$ cat config.mk
export PLATFORM = sky130hd
export DESIGN_NAME = present_ctr_core_flat
export DESIGN_NICKNAME = d
export VERILOG_FILES = /design/src/rtl/present_ctr_core_if.sv /design/src/rtl/present_ctr_core.sv /design/src/flat_wrapper.sv
export SDC_FILE = /design/constraint.sdc
export NUM_CORES = 1
export LEC_CHECK = 0
export BUFFER_PORTS_ARGS = -buffer_cell sky130_fd_sc_hd__buf_2
export CAP_MARGIN = 5
export CORE_MARGIN = 5
export CORE_UTILIZATION = 52
export DETAILED_ROUTE_END_ITERATION = 6
export PLACE_DENSITY = 0.76
export SYNTH_ARGS = -nofsm -noshare
export SYNTH_HDL_FRONTEND = slang
export SYNTH_SLANG_ARGS = --single-unit
$ cat constraint.sdc
create_clock -name clk -period 2.4 [get_ports clk]
set_clock_uncertainty 0.2 [all_clocks]
set_input_delay 0.24 -clock clk [delete_from_list [all_inputs] [get_ports clk]]
set_output_delay 0.24 -clock clk [all_outputs]
set_load 0.05 [all_outputs]
$ cat src/rtl/present_ctr_core_if.sv
// Block stream handshake for the PRESENT CTR core:
// the input block channel and the result channel.
interface present_ctr_core_if;
   logic        in_valid;
   logic        in_ready;
   logic [63:0] in_data;
   logic        out_valid;
   logic        out_ready;
   logic [63:0] out_data;

   modport master (
      output in_valid, in_data, out_ready,
      input  in_ready, out_valid, out_data
   );

   modport slave (
      input  in_valid, in_data, out_ready,
      output in_ready, out_valid, out_data
   );
endinterface

$ cat src/rtl/present_ctr_core.sv
// PRESENT-80/128 in counter mode: one cipher round per
// clock, keystream XORed with the latched input block.
module present_ctr_core #(
   parameter int KEY_W     = 80,
   parameter int CTR_INC_W = 64
) (
   input  logic                clk,
   input  logic                rst_n,
   input  logic                key_load,
   input  logic [KEY_W-1:0]    key,
   input  logic                iv_load,
   input  logic [63:0]         iv,
   present_ctr_core_if.slave   bus,
   output logic                busy
);
   localparam logic [1:0] S_IDLE = 2'd0;
   localparam logic [1:0] S_RUN  = 2'd1;
   localparam logic [1:0] S_FIN  = 2'd2;
   localparam logic [1:0] S_OUT  = 2'd3;

   if (KEY_W != 80 && KEY_W != 128) begin : g_bad_key
      $error("present_ctr_core: KEY_W must be 80 or 128");
   end
   if (CTR_INC_W < 1 || CTR_INC_W > 64) begin : g_bad_ctr
      $error("present_ctr_core: CTR_INC_W must be 1..64");
   end

   function automatic logic [3:0] s_box(input logic [3:0] x);
      logic [3:0] y;
      case (x)
         4'h0: y = 4'hC;  4'h1: y = 4'h5;
         4'h2: y = 4'h6;  4'h3: y = 4'hB;
         4'h4: y = 4'h9;  4'h5: y = 4'h0;
         4'h6: y = 4'hA;  4'h7: y = 4'hD;
         4'h8: y = 4'h3;  4'h9: y = 4'hE;
         4'hA: y = 4'hF;  4'hB: y = 4'h8;
         4'hC: y = 4'h4;  4'hD: y = 4'h7;
         4'hE: y = 4'h1;  default: y = 4'h2;
      endcase
      return y;
   endfunction

   function automatic logic [63:0] s_layer(input logic [63:0] x);
      logic [63:0] y;
      y = '0;
      for (int i = 0; i < 16; i++)
         y[6'(4*i) +: 4] = s_box(x[6'(4*i) +: 4]);
      return y;
   endfunction

   // Bit i lands on position 16*i mod 63; bit 63 stays put.
   function automatic logic [63:0] p_box(input logic [63:0] x);
      logic [63:0] y;
      y = '0;
      for (int i = 0; i < 63; i++)
         y[6'((i*16) % 63)] = x[6'(i)];
      y[63] = x[63];
      return y;
   endfunction

   logic [1:0]       r_state;
   logic [KEY_W-1:0] r_key;
   logic [KEY_W-1:0] r_rk;
   logic [63:0]      r_ctr;
   logic [63:0]      r_data;
   logic [63:0]      r_din;
   logic [4:0]       r_round;
   logic             r_out_valid;
   logic [63:0]      r_out_data;

   logic [63:0]      w_rk_top;
   logic [KEY_W-1:0] w_rk_rot;
   logic [KEY_W-1:0] w_rk_nxt;
   logic [63:0]      w_ctr_nxt;
   logic             w_in_ready;
   logic             w_accept;

   assign w_rk_top = r_rk[KEY_W-1 -: 64];
   assign w_rk_rot = {r_rk[KEY_W-62:0], r_rk[KEY_W-1:KEY_W-61]};

   if (KEY_W == 128) begin : g_ks128
      always_comb begin
         w_rk_nxt            = w_rk_rot;
         w_rk_nxt[127:124]   = s_box(w_rk_rot[127:124]);
         w_rk_nxt[123:120]   = s_box(w_rk_rot[123:120]);
         w_rk_nxt[66:62]     = w_rk_rot[66:62] ^ r_round;
      end
   end else begin : g_ks80
      always_comb begin
         w_rk_nxt            = w_rk_rot;
         w_rk_nxt[79:76]     = s_box(w_rk_rot[79:76]);
         w_rk_nxt[19:15]     = w_rk_rot[19:15] ^ r_round;
      end
   end

   if (CTR_INC_W == 64) begin : g_ctr_full
      assign w_ctr_nxt = r_ctr + 64'd1;
   end else begin : g_ctr_part
      assign w_ctr_nxt = {r_ctr[63:CTR_INC_W],
                          r_ctr[CTR_INC_W-1:0] + CTR_INC_W'(1)};
   end

   assign w_in_ready = (r_state == S_IDLE) && !key_load && !iv_load;
   assign w_accept   = w_in_ready && bus.in_valid;

   assign bus.in_ready  = w_in_ready;
   assign bus.out_valid = r_out_valid;
   assign bus.out_data  = r_out_data;
   assign busy          = (r_state == S_RUN) || (r_state == S_FIN);

   always_ff @(posedge clk or negedge rst_n) begin
      if (!rst_n) begin
         r_state     <= S_IDLE;
         r_key       <= '0;
         r_rk        <= '0;
         r_ctr       <= '0;
         r_data      <= '0;
         r_din       <= '0;
         r_round     <= '0;
         r_out_valid <= 1'b0;
         r_out_data  <= '0;
      end else begin
         case (r_state)
            S_IDLE: begin
               if (key_load) r_key <= key;
               if (iv_load)  r_ctr <= iv;
               if (w_accept) begin
                  r_din   <= bus.in_data;
                  r_data  <= r_ctr;
                  r_rk    <= r_key;
                  r_round <= 5'd1;
                  r_ctr   <= w_ctr_nxt;
                  r_state <= S_RUN;
               end
            end
            S_RUN: begin
               r_data  <= p_box(s_layer(r_data ^ w_rk_top));
               r_rk    <= w_rk_nxt;
               r_round <= r_round + 5'd1;
               if (r_round == 5'd31) r_state <= S_FIN;
            end
            // Last round key (K32) whitens the state here.
            S_FIN: begin
               r_out_data  <= r_data ^ w_rk_top ^ r_din;
               r_out_valid <= 1'b1;
               r_state     <= S_OUT;
            end
            S_OUT: begin
               if (bus.out_ready) begin
                  r_out_valid <= 1'b0;
                  r_state     <= S_IDLE;
               end
            end
            default: r_state <= S_IDLE;
         endcase
      end
   end
endmodule

$ cat src/flat_wrapper.sv
// flat-port wrapper written by rule: the top's interface ports become plain ports
module present_ctr_core_flat 
#(
   parameter int KEY_W     = 80,
   parameter int CTR_INC_W = 64
)
  (clk, rst_n, key_load, key, iv_load, iv, busy, bus_in_valid, bus_in_data, bus_out_ready, bus_in_ready, bus_out_valid, bus_out_data);
  present_ctr_core_if bus_i ();
  input  logic clk;
  input  logic rst_n;
  input  logic key_load;
  input  logic [KEY_W-1:0] key;
  input  logic iv_load;
  input  logic [63:0] iv;
  output logic busy;
  input wire logic [$bits(bus_i.in_valid)-1:0] bus_in_valid;
  input wire logic [$bits(bus_i.in_data)-1:0] bus_in_data;
  input wire logic [$bits(bus_i.out_ready)-1:0] bus_out_ready;
  output wire logic [$bits(bus_i.in_ready)-1:0] bus_in_ready;
  output wire logic [$bits(bus_i.out_valid)-1:0] bus_out_valid;
  output wire logic [$bits(bus_i.out_data)-1:0] bus_out_data;
  assign bus_i.in_valid = bus_in_valid;
  assign bus_i.in_data = bus_in_data;
  assign bus_i.out_ready = bus_out_ready;
  assign bus_in_ready = bus_i.in_ready;
  assign bus_out_valid = bus_i.out_valid;
  assign bus_out_data = bus_i.out_data;
  present_ctr_core #(.KEY_W(KEY_W), .CTR_INC_W(CTR_INC_W)) u_core (.clk(clk), .rst_n(rst_n), .key_load(key_load), .key(key), .iv_load(iv_load), .iv(iv), .bus(bus_i), .busy(busy));
endmodule
# Yosys cells after proc, flatten, opt, wreduce, memory -nomap -nowiden
# Memories as Yosys holds them, arrays and structs flattened.
# Cells that the tools add are included.
[classes] n_addsub=2 multipliers=0 div=0 n_lt_le_gt_ge=0 eq_ne=7 shifts=0 mux=14 bitwise_logic=3 n_reduce_logical=16
[op_table] op="$mux W64" count=3
[op_table] op="$pmux W80 S2" count=1
[op_table] op="$pmux W64 S2" count=1
[op_table] op="$xor A64 B64 Y64" count=2
[op_table] op="$mux W80" count=1
[op_table] op="$add A64 B1 Y64 const B" count=1
[op_table] op="$pmux W5 S2" count=1
[op_table] op="$reduce_and A2 Y1" count=5
[op_table] op="$pmux W2 S4" count=1
[op_table] op="$mux W2" count=3
[op_table] op="$reduce_bool A2 Y1" count=3
[op_table] op="$add A5 B1 Y5 const B" count=1
[op_table] op="$eq A5 B5 Y1 const B" count=1
[op_table] op="$mux W5" count=1
[op_table] op="$xor A5 B5 Y5" count=1
[op_table] op="$eq A2 B2 Y1 const B" count=2
[op_table] op="$ne A2 B2 Y1 const B" count=2
[op_table] op="$logic_and A1 B1 Y1" count=3
[op_table] op="$reduce_and A3 Y1" count=1
[op_table] op="$eq A2 B1 Y1 const B" count=1
[op_table] op="$logic_not A1 Y1" count=2
[op_table] op="$logic_not A2 Y1" count=1
[op_table] op="$ne A2 B1 Y1 const B" count=1
[op_table] op="$pmux W1 S2" count=1
[op_table] op="other kinds (2)" count=2
[word_totals] register_bits=424 latch_bits=0 ram_bits=0 rom_bits=576 input_bits=214 out_inout_bits=67 wordCells=60 n_memories=9
[mem_list] name="(name not given)" words=16 width=4 rd=1 rd_ports_with_merged_regs=0 write_ports=0 line_no="present_ctr_core.sv:30" text="case (x)"
[mem_list] name="(name not given)" words=16 width=4 rd=1 rd_ports_with_merged_regs=0 write_ports=0 line_no="present_ctr_core.sv:30"
[mem_list] name="(name not given)" words=16 width=4 rd=1 rd_ports_with_merged_regs=0 write_ports=0 line_no="present_ctr_core.sv:30"
[mem_list] name="(name not given)" words=16 width=4 rd=1 rd_ports_with_merged_regs=0 write_ports=0 line_no="present_ctr_core.sv:30"
[mem_list] name="(name not given)" words=16 width=4 rd=1 rd_ports_with_merged_regs=0 write_ports=0 line_no="present_ctr_core.sv:30"
[mem_list] name="(name not given)" words=16 width=4 rd=1 rd_ports_with_merged_regs=0 write_ports=0 line_no="present_ctr_core.sv:30"
[mem_list] name="+3 memories"

# Longest topological paths before layout
# Gate-level depths: netlist of the first run.
[depth] depth_word=6 mapped_depth=12 depth_no_buf=8

# Worst setup path before layout of the first run
# Ideal clock, no wire load.
[synth_path] kind="register to register" startpoint="register u_core.r_state[0]" endpoint="register u_core.r_rk[47]" setup_time_ns=0.133 arrival_ns=3.482 required_ns=2.067 slack_ns=-1.416 stages_incl_launch_ff=13 path_buffers=5 synth_period_minus_slack_ns=3.816 cell_sequence="dfrtp_1 > inv_1 > ha_1 > buf_2 > nor3b_1 > nand2_1 > o21a_1 > buf_2 > clkbuf_1 > clkbuf_1 > buf_1 > nand2_1 > o21ai_0"
[synth_via] elab_chain_cells=6 word_cells_on_any_way=9 classes_between="eq/ne (2); mux (1); reduce/logical (6)"
[synth_rtl] item="start: declaration" line_no="present_ctr_core.sv:61" text="logic [1:0] r_state;"
[synth_rtl] item="start signal: assignment" line_no="present_ctr_core.sv:113" text="r_state <= S_IDLE;"
[synth_rtl] item="start signal: assignment" line_no="present_ctr_core.sv:133" text="r_state <= S_RUN;"
[synth_rtl] item="start signal: assignment" line_no="present_ctr_core.sv:140" text="if (r_round == 5'd31) r_state <= S_FIN;"
[synth_rtl] item="$logic_not A2 Y1" line_no="present_ctr_core.sv:103" text="assign w_in_ready = (r_state == S_IDLE) && !key_load && !iv_load;"
[synth_rtl] item="$logic_and A1 B1 Y1 (2 in series)" line_no="present_ctr_core.sv:103"
[synth_rtl] item="named net bus_in_ready" line_no="flat_wrapper.sv:19" text="output wire logic [$bits(bus_i.in_ready)-1:0] bus_in_ready;"
[synth_rtl] item="$logic_and A1 B1 Y1" line_no="present_ctr_core.sv:104" text="assign w_accept = w_in_ready && bus.in_valid;"
[synth_rtl] item="$ne A2 B1 Y1 (no line)"
[synth_rtl] item="$reduce_and A2 Y1 (no line)"
[synth_rtl] item="end signal: assignment" line_no="present_ctr_core.sv:130" text="r_rk <= r_key;"
[synth_rtl] item="end signal: assignment" line_no="present_ctr_core.sv:138" text="r_rk <= w_rk_nxt;"
[synth_rtl] item="end: declaration" line_no="present_ctr_core.sv:63" text="logic [KEY_W-1:0] r_rk;"
# The timed path passes the listed nets, and every way through them passes these cells.
# A chain may end at the register's enable or synchronous reset.

# Worst setup path after layout of the first run
[layout_path] startpoint="register u_core.r_ctr[0]" endpoint="register u_core.r_ctr[31]"
[layout_via] elab_chain_cells=2
[layout_rtl] item="start: declaration" line_no="present_ctr_core.sv:64" text="logic [63:0] r_ctr;"
[layout_rtl] item="start signal: assignment" line_no="present_ctr_core.sv:126" text="if (iv_load) r_ctr <= iv;"
[layout_rtl] item="start signal: assignment" line_no="present_ctr_core.sv:132" text="r_ctr <= w_ctr_nxt;"
[layout_rtl] item="$add A64 B1 Y64" line_no="present_ctr_core.sv:97" text="assign w_ctr_nxt = r_ctr + 64'd1;"
[layout_rtl] item="$mux W64" line_no="present_ctr_core.sv:127" text="if (w_accept) begin"
# No other way between the ends.

==> results of run 1 <==
==> through the flow <==
stage,setup slack [ns],std cells
6_report,-0.02402,3035
5_1_grt,-0.08470,3035
4_1_cts,0.001006,3023
3_5_place_dp,-0.05236,2722
3_3_place_gp,-0.01127,2722
2_1_floorplan,-0.2021,1893
==> timing repair <==
item                       in CTS  in global routing
setup endpoints to repair      12                 45
setup buffers                   5                 11
hold endpoints to repair      633                  0
pin swaps                       5                 12
gates cloned                    0                  1
resized for setup               8                 29
hold buffers                  211                  0
==> per-layer routing <==
metal | up-vias | wire length (µm) | global-route usage
met5 | - | 0 | 0
met3 | 148 | 5282 | 0.05093
met2 | 790 | 32770 | 0.5081
met4 | 0 | 2569 | 0.1147
li1 | 7819 | - | -
met1 | 8699 | 27600 | 0.4185
==> how the worst max path moves through the flow <==
stage                                  start                            to  depth (start not counted)
6_report         u_core.r_ctr[0]$_DFFE_PN0P_  u_core.r_ctr[31]$_DFFE_PN0P_                          9
5_1_grt          u_core.r_ctr[8]$_DFFE_PN0P_  u_core.r_ctr[47]$_DFFE_PN0P_                          8
4_1_cts          u_core.r_ctr[6]$_DFFE_PN0P_  u_core.r_ctr[58]$_DFFE_PN0P_                          6
3_5_place_dp     u_core.r_ctr[8]$_DFFE_PN0P_  u_core.r_ctr[33]$_DFFE_PN0P_                          7
3_3_place_gp     u_core.r_ctr[8]$_DFFE_PN0P_  u_core.r_ctr[33]$_DFFE_PN0P_                          7
2_1_floorplan  u_core.r_state[1]$_DFFE_PN0P_   u_core.r_rk[37]$_DFFE_PN0P_                         12
==> placed cells by master (no fill, tap or decap), types with 50 or more instances in the layout <==
cell and count:
dlygate4sd3_1 211, a22o_1 50, nand2_1 354, a21oi_1 72, o21ai_0 108, xnor2_1 133, buf_4 134, dfrtp_1 422
mux2_2 144, mux2i_1 84, buf_2 278
==> registers in the layout, indices dropped and copies added (netlist names) <==
| signal | flops |
|---|---|
| u_core.bus.out_valid | 1 |
| u_core.r_round | 5 |
| u_core.bus.out_data | 64 |
| u_core.r_data | 64 |
| u_core.r_rk | 80 |
| u_core.r_key | 80 |
| u_core.r_ctr | 64 |
| u_core.r_din | 64 |
| u_core.r_state | 2 |
==> final cells by class <==
type | count | area (µm²)
clock buffer | 67 | 1361
tap | 518 | 648.1
sequential | 424 | 10610
multi-input combinational | 1315 | 9175
timing repair buffer | 656 | 5116
fill | 2761 | 11240
clock inverter | 18 | 267.8
inverter | 37 | 138.9
==> where the power goes <==
part	internal [µW]	switching (µW)
clock network	4600	3070
registers	10700	3470
logic	8690	10700
==> kinds of logic (layout without fill, tap and decap cells) <==
kind of cell,Yosys count,in the layout,synth area share
xor+xnor,147,147,0.06355
compound gates,371,371,0.1148
fa+ha+maj,29,29,0.01791
simple gates,530,530,0.1172
buf+inv,154,778,0.03008
mux,238,238,0.1327
flops,424,424,0.5237
==> metrics.cfg, run 1 <==
[run_status]
status=complete, but fails checks
failed_checks=negative setup slack

[cells_and_area]
final_area_um2=27320
area_growth_pct=34.86
final_core_util=0.7086
diodes=0
fin_nets=2723
drive_above_1_share=0.2833

[sta]
fin_crit_ns=2.424
holdWs_ns=0.009091
tns_ns=-0.04880
rsz0062_at_grt=yes
slew_headroom=0.6203
final-hold-violation-count=0
tightest_slew_ns=0.5696
slew_viol_final=0
max_freq_ghz=0.4125
setup_viol=5
finalCritPeriodShare=1.010
worst_slack_ns=-0.02402

[setup_path]
crit_buf_inv=3
cpMostUsedCell=buf_4
slowest_stage=or4_4
slowest_delay_ns=0.54
timing.rr.end=u_core.r_ctr[31]$_DFFE_PN0P_
arrival_ns=2.68
path_cells=buf_4, and3_1, nand3_1, or4_4, buf_8, nor2_8, buf_4, a31oi_1, o22a_1
critPathRequiredTime_ns=2.65
end_kind=flop
start_kind=flop
worst-path-max-fanout=5
path_class=flop to flop
r2r-start=u_core.r_ctr[0]$_DFFE_PN0P_
crit_family=simple AND/OR/NAND/NOR gates
rrSetupSlack_ns=-0.02
rr_worst_depth=9

[clock_tree]
cts_buffers=46
htree_levels=2
clk_latency_ns=0.60
cts_tree=done
cts_sinks=424
clk_pin_slew_ns=0.06
cts_buffer_depth=3
root_buffer=clkbuf_16

[global_routing]
grt_max_degree=92
grt_pass1_vias=17980
gr-total-overflow=0
antenna_found_initial=0
grt_use_total=0.3094
grt_pass1_wl_mm=104.9

[synth]
yosysMostFrequentCell=dfrtp_1
synth_area_um2=20260
synth_area_leaders=dfrtp_1, mux2_2, nand2_1, xnor2_1, mux2i_1
syn_area_per_cell_um2=10.70
synthFlopType=dfrtp_1
yosysTopAreaCell=dfrtp_1
syn_inst=1893
ys_seq_elements=424
yosys_warnings=0
synthArstFlopShare=1.000
yosys-top-cells-count=dfrtp_1, nand2_1, o21ai_0
yosys.cell_types.count=66
syn_nets=2136
yosysSeqAreaShare=0.5237
yosysTopAreaCellShare=0.5237
synth_edf_count=0

[floorplanning]
die_area_um2=43000
dieHeight_um=207.4
rows=72
core_area_um2=38560
die_x_um=207.4
initial_core_util=0.5254
boundaryPins=281

[detailed_routing]
drt_iter0_markers=1452
drt-total-wl_mm=68.22
dr.pass1.iters=6
vias_per_cell=5.752
num_vias=17460
ant_nets=0
wl_per_cell_um=22.48
post-route-drc-count=0

[power]
power_density_nw_per_um2=1509
total_power_uw=41240
p_leak_uw=0.01245
ir_worst_vdd_mv=0.6094

[hold_path]
hold_class=primary input to async pin

[place]
placed_cell_area_um2=23350
gp_congestion=0.9320
port-buffer-count=280
post-dp-hpwl_mm=46.21

[job]
cap_violations=0

No activity file was read; power rests on OpenSTA's default activity.
==> run 2, diff against run 1 <==
Settings changed: BUFFER_PORTS_ARGS -buffer_cell sky130_fd_sc_hd__buf_2 to not set, CORE_UTILIZATION 52 to 55, DONT_BUFFER_PORTS set to 1, PLACE_DENSITY 0.76 to 0.73.
==> metrics.cfg, run 2 (synthesis results as in run 1) <==
[setup_path]
slowest_stage=dfrtp_1
start_kind=flop
cpMostUsedCell=buf_6
critPathRequiredTime_ns=2.70
path_cells=inv_2, ha_4, nor3b_4, buf_6, nand2_8, buf_6, nor2_4, clkbuf_16, a22o_1
end_kind=flop
slowest_delay_ns=0.42
crit_start=u_core.r_state[1]$_DFFE_PN0P_
arrival_ns=2.70
path_class=flop to flop
worst-path-max-fanout=16
r2r-start=u_core.r_state[1]$_DFFE_PN0P_
rr_worst_depth=9

[detailed_routing]
vias_per_cell=5.977
wl_per_cell_um=23.90
dr.pass1.iters=6
drt_iter0_markers=1614
ant_nets=0
drt-total-wl_mm=65.11
num_vias=16280
post-route-drc-count=0

[floorplanning]
rows=70
die_area_um2=40770
dieHeight_um=201.9
die_x_um=201.9
core_area_um2=36520
boundaryPins=281
initial_core_util=0.5547

[power]
power.switching_uw=16770
ir_worst_vdd_mv=1.058
pwr-share-seq=0.403
p_leak_uw=0.01133
p_comb_frac=0.416
p_clk_frac=0.181
power_density_nw_per_um2=1547
p_sw_frac=0.4190
internal_power_uw=23260

[place]
gp_congestion=0.9153
port-buffer-count=0
post-dp-hpwl_mm=44.06
dp_slack_ns=-0.08358
dp.cells=2386

[clock_tree]
cts_hold_buf=212
clk_pin_slew_ns=0.06
root_buffer=clkbuf_16
cts_sinks=424
cts_buffer_depth=3
cts_tree=done
htree_levels=2
clk_latency_ns=0.58
cts_buffers=45

[sta]
fin_crit_ns=2.397
holdWs_ns=-0.8079
worst_slack_ns=0.003278
slew_headroom=0.1018
tns_ns=0
tightest_slew_ns=1.347
max_freq_ghz=0.4172
rsz0062_at_grt=yes
finalCritPeriodShare=0.9986
final-hold-violation-count=424
slew_viol_final=0
setup_viol=0

[global_routing]
grt_pass1_wl_mm=97.44
gr-max-usage-layer=met2
grt_use_total=0.3064
grt_use_met1=0.4094
grt_max_degree=425
antenna_found_initial=9
grt_pass1_vias=16520
gr-total-overflow=0
gr-usage-met3=0.06658
grt.met2_usage=0.4949

[run_status]
status=complete, but fails checks
failed_checks=negative hold slack

[cells_and_area]
fin_nets=2455
layout.cells.most_common=dfrtp_1
drive_above_1_share=0.2034
reg.largest.list=u_core.r_key (80), u_core.r_rk (80)
final_core_util=0.7085
area_growth_pct=27.73
layout_common_cells=dfrtp_1, nand2_1, dlygate4sd3_1
finalNonFillerCells=2724

[hold_path]
hold_class=primary input to async pin

[job]
cap_violations=0

[run 2: cell count changes in the layout (fill, tap and decap cells not counted), sizes merged, moves of 2 or more]
cell | previous run | this run
buf | 445 | 174
bufinv | 6 | 4
clkbuf | 67 | 64
clkinv | 8 | 13
diode | 0 | 9
inv | 39 | 37
[run 2: worst paths after layout]
| kind | end | slack [ns] |
|---|---|---|
| hold reg to reg | u_core.r_rk[11]$_DFFE_PN0P_ | 0.28 |
| hold / removal | u_core.r_din[44]$_DFFE_PN0P_ | -0.81 |
| min in group clk | u_core.r_din[0]$_DFFE_PN0P_ | 0.04 |
| setup reg to reg | u_core.r_data[42]$_DFFE_PN0P_ | 0.003 |
| setup / recovery | u_core.r_data[42]$_DFFE_PN0P_ | 0.003 |
| max in group asynchronous | u_core.r_state[0]$_DFFE_PN0P_ | 1.68 |
[run 2: cell type report]
| cell class | instances | area (µm²) |
|---|---|---|
| Timing Repair Buffer | 388 | 3704 |
| Multi-Input combinational cell | 1316 | 9260 |
| Clock buffer | 62 | 1321 |
| Sequential cell | 424 | 10610 |
| Antenna cell | 9 | 22.52 |
| Fill cell | 2608 | 10650 |
| Tap cell | 468 | 585.6 |
| Clock inverter | 20 | 230.2 |
| Inverter | 37 | 141.4 |
[run 2: layer usage]
layer | share of wire | wire length [µm] | up-vias
li1 | - | - | 7281
met1 | 0.40 | 26200 | 8171
met2 | 0.48 | 30950 | 685
met3 | 0.083 | 5428 | 142
met4 | 0.039 | 2516 | 2
met5 | 0.00020 | 13 | -
[run 2: timing repair]
item	4_1_cts	5_1_grt
endpoints found under the hold margin	640	424
gates cloned	0	3
gates resized for setup	9	39
endpoints found under the setup margin	9	91
pin swaps	4	11
buffers inserted	5	28
[run 2: power by group through the flow]
| stage | Sequential [µW] | Combinational, µW | Clock [µW] |
|---|---|---|---|
| after floorplan | 14700 | 11200 | 0 |
| after global placement | 15900 | 15000 | 0 |
| after detailed placement | 16100 | 15600 | 0 |
| after CTS | 16000 | 16100 | 7330 |
| after global routing | 16400 | 18100 | 7640 |
| final | 16100 | 16700 | 7230 |
[run 2: worst max-delay path: cells and delay by family (launching register included)]
family	cells	cell delay, ns
flip-flops	1	0.42
adder cells (fa/ha/maj)	1	0.18
buffers and inverters	4	0.73
AO/OA/AOI/OAI	1	0.13
AND/OR/NAND/NOR	3	0.64
[run 2: per-stage QoR]
step	instance area (µm²)	total power, µW
floorplan	20480	25930
detailed placement	21690	31630
finish	25880	40030
CTS	25440	39410
global route	25870	42170
global placement	21690	30890
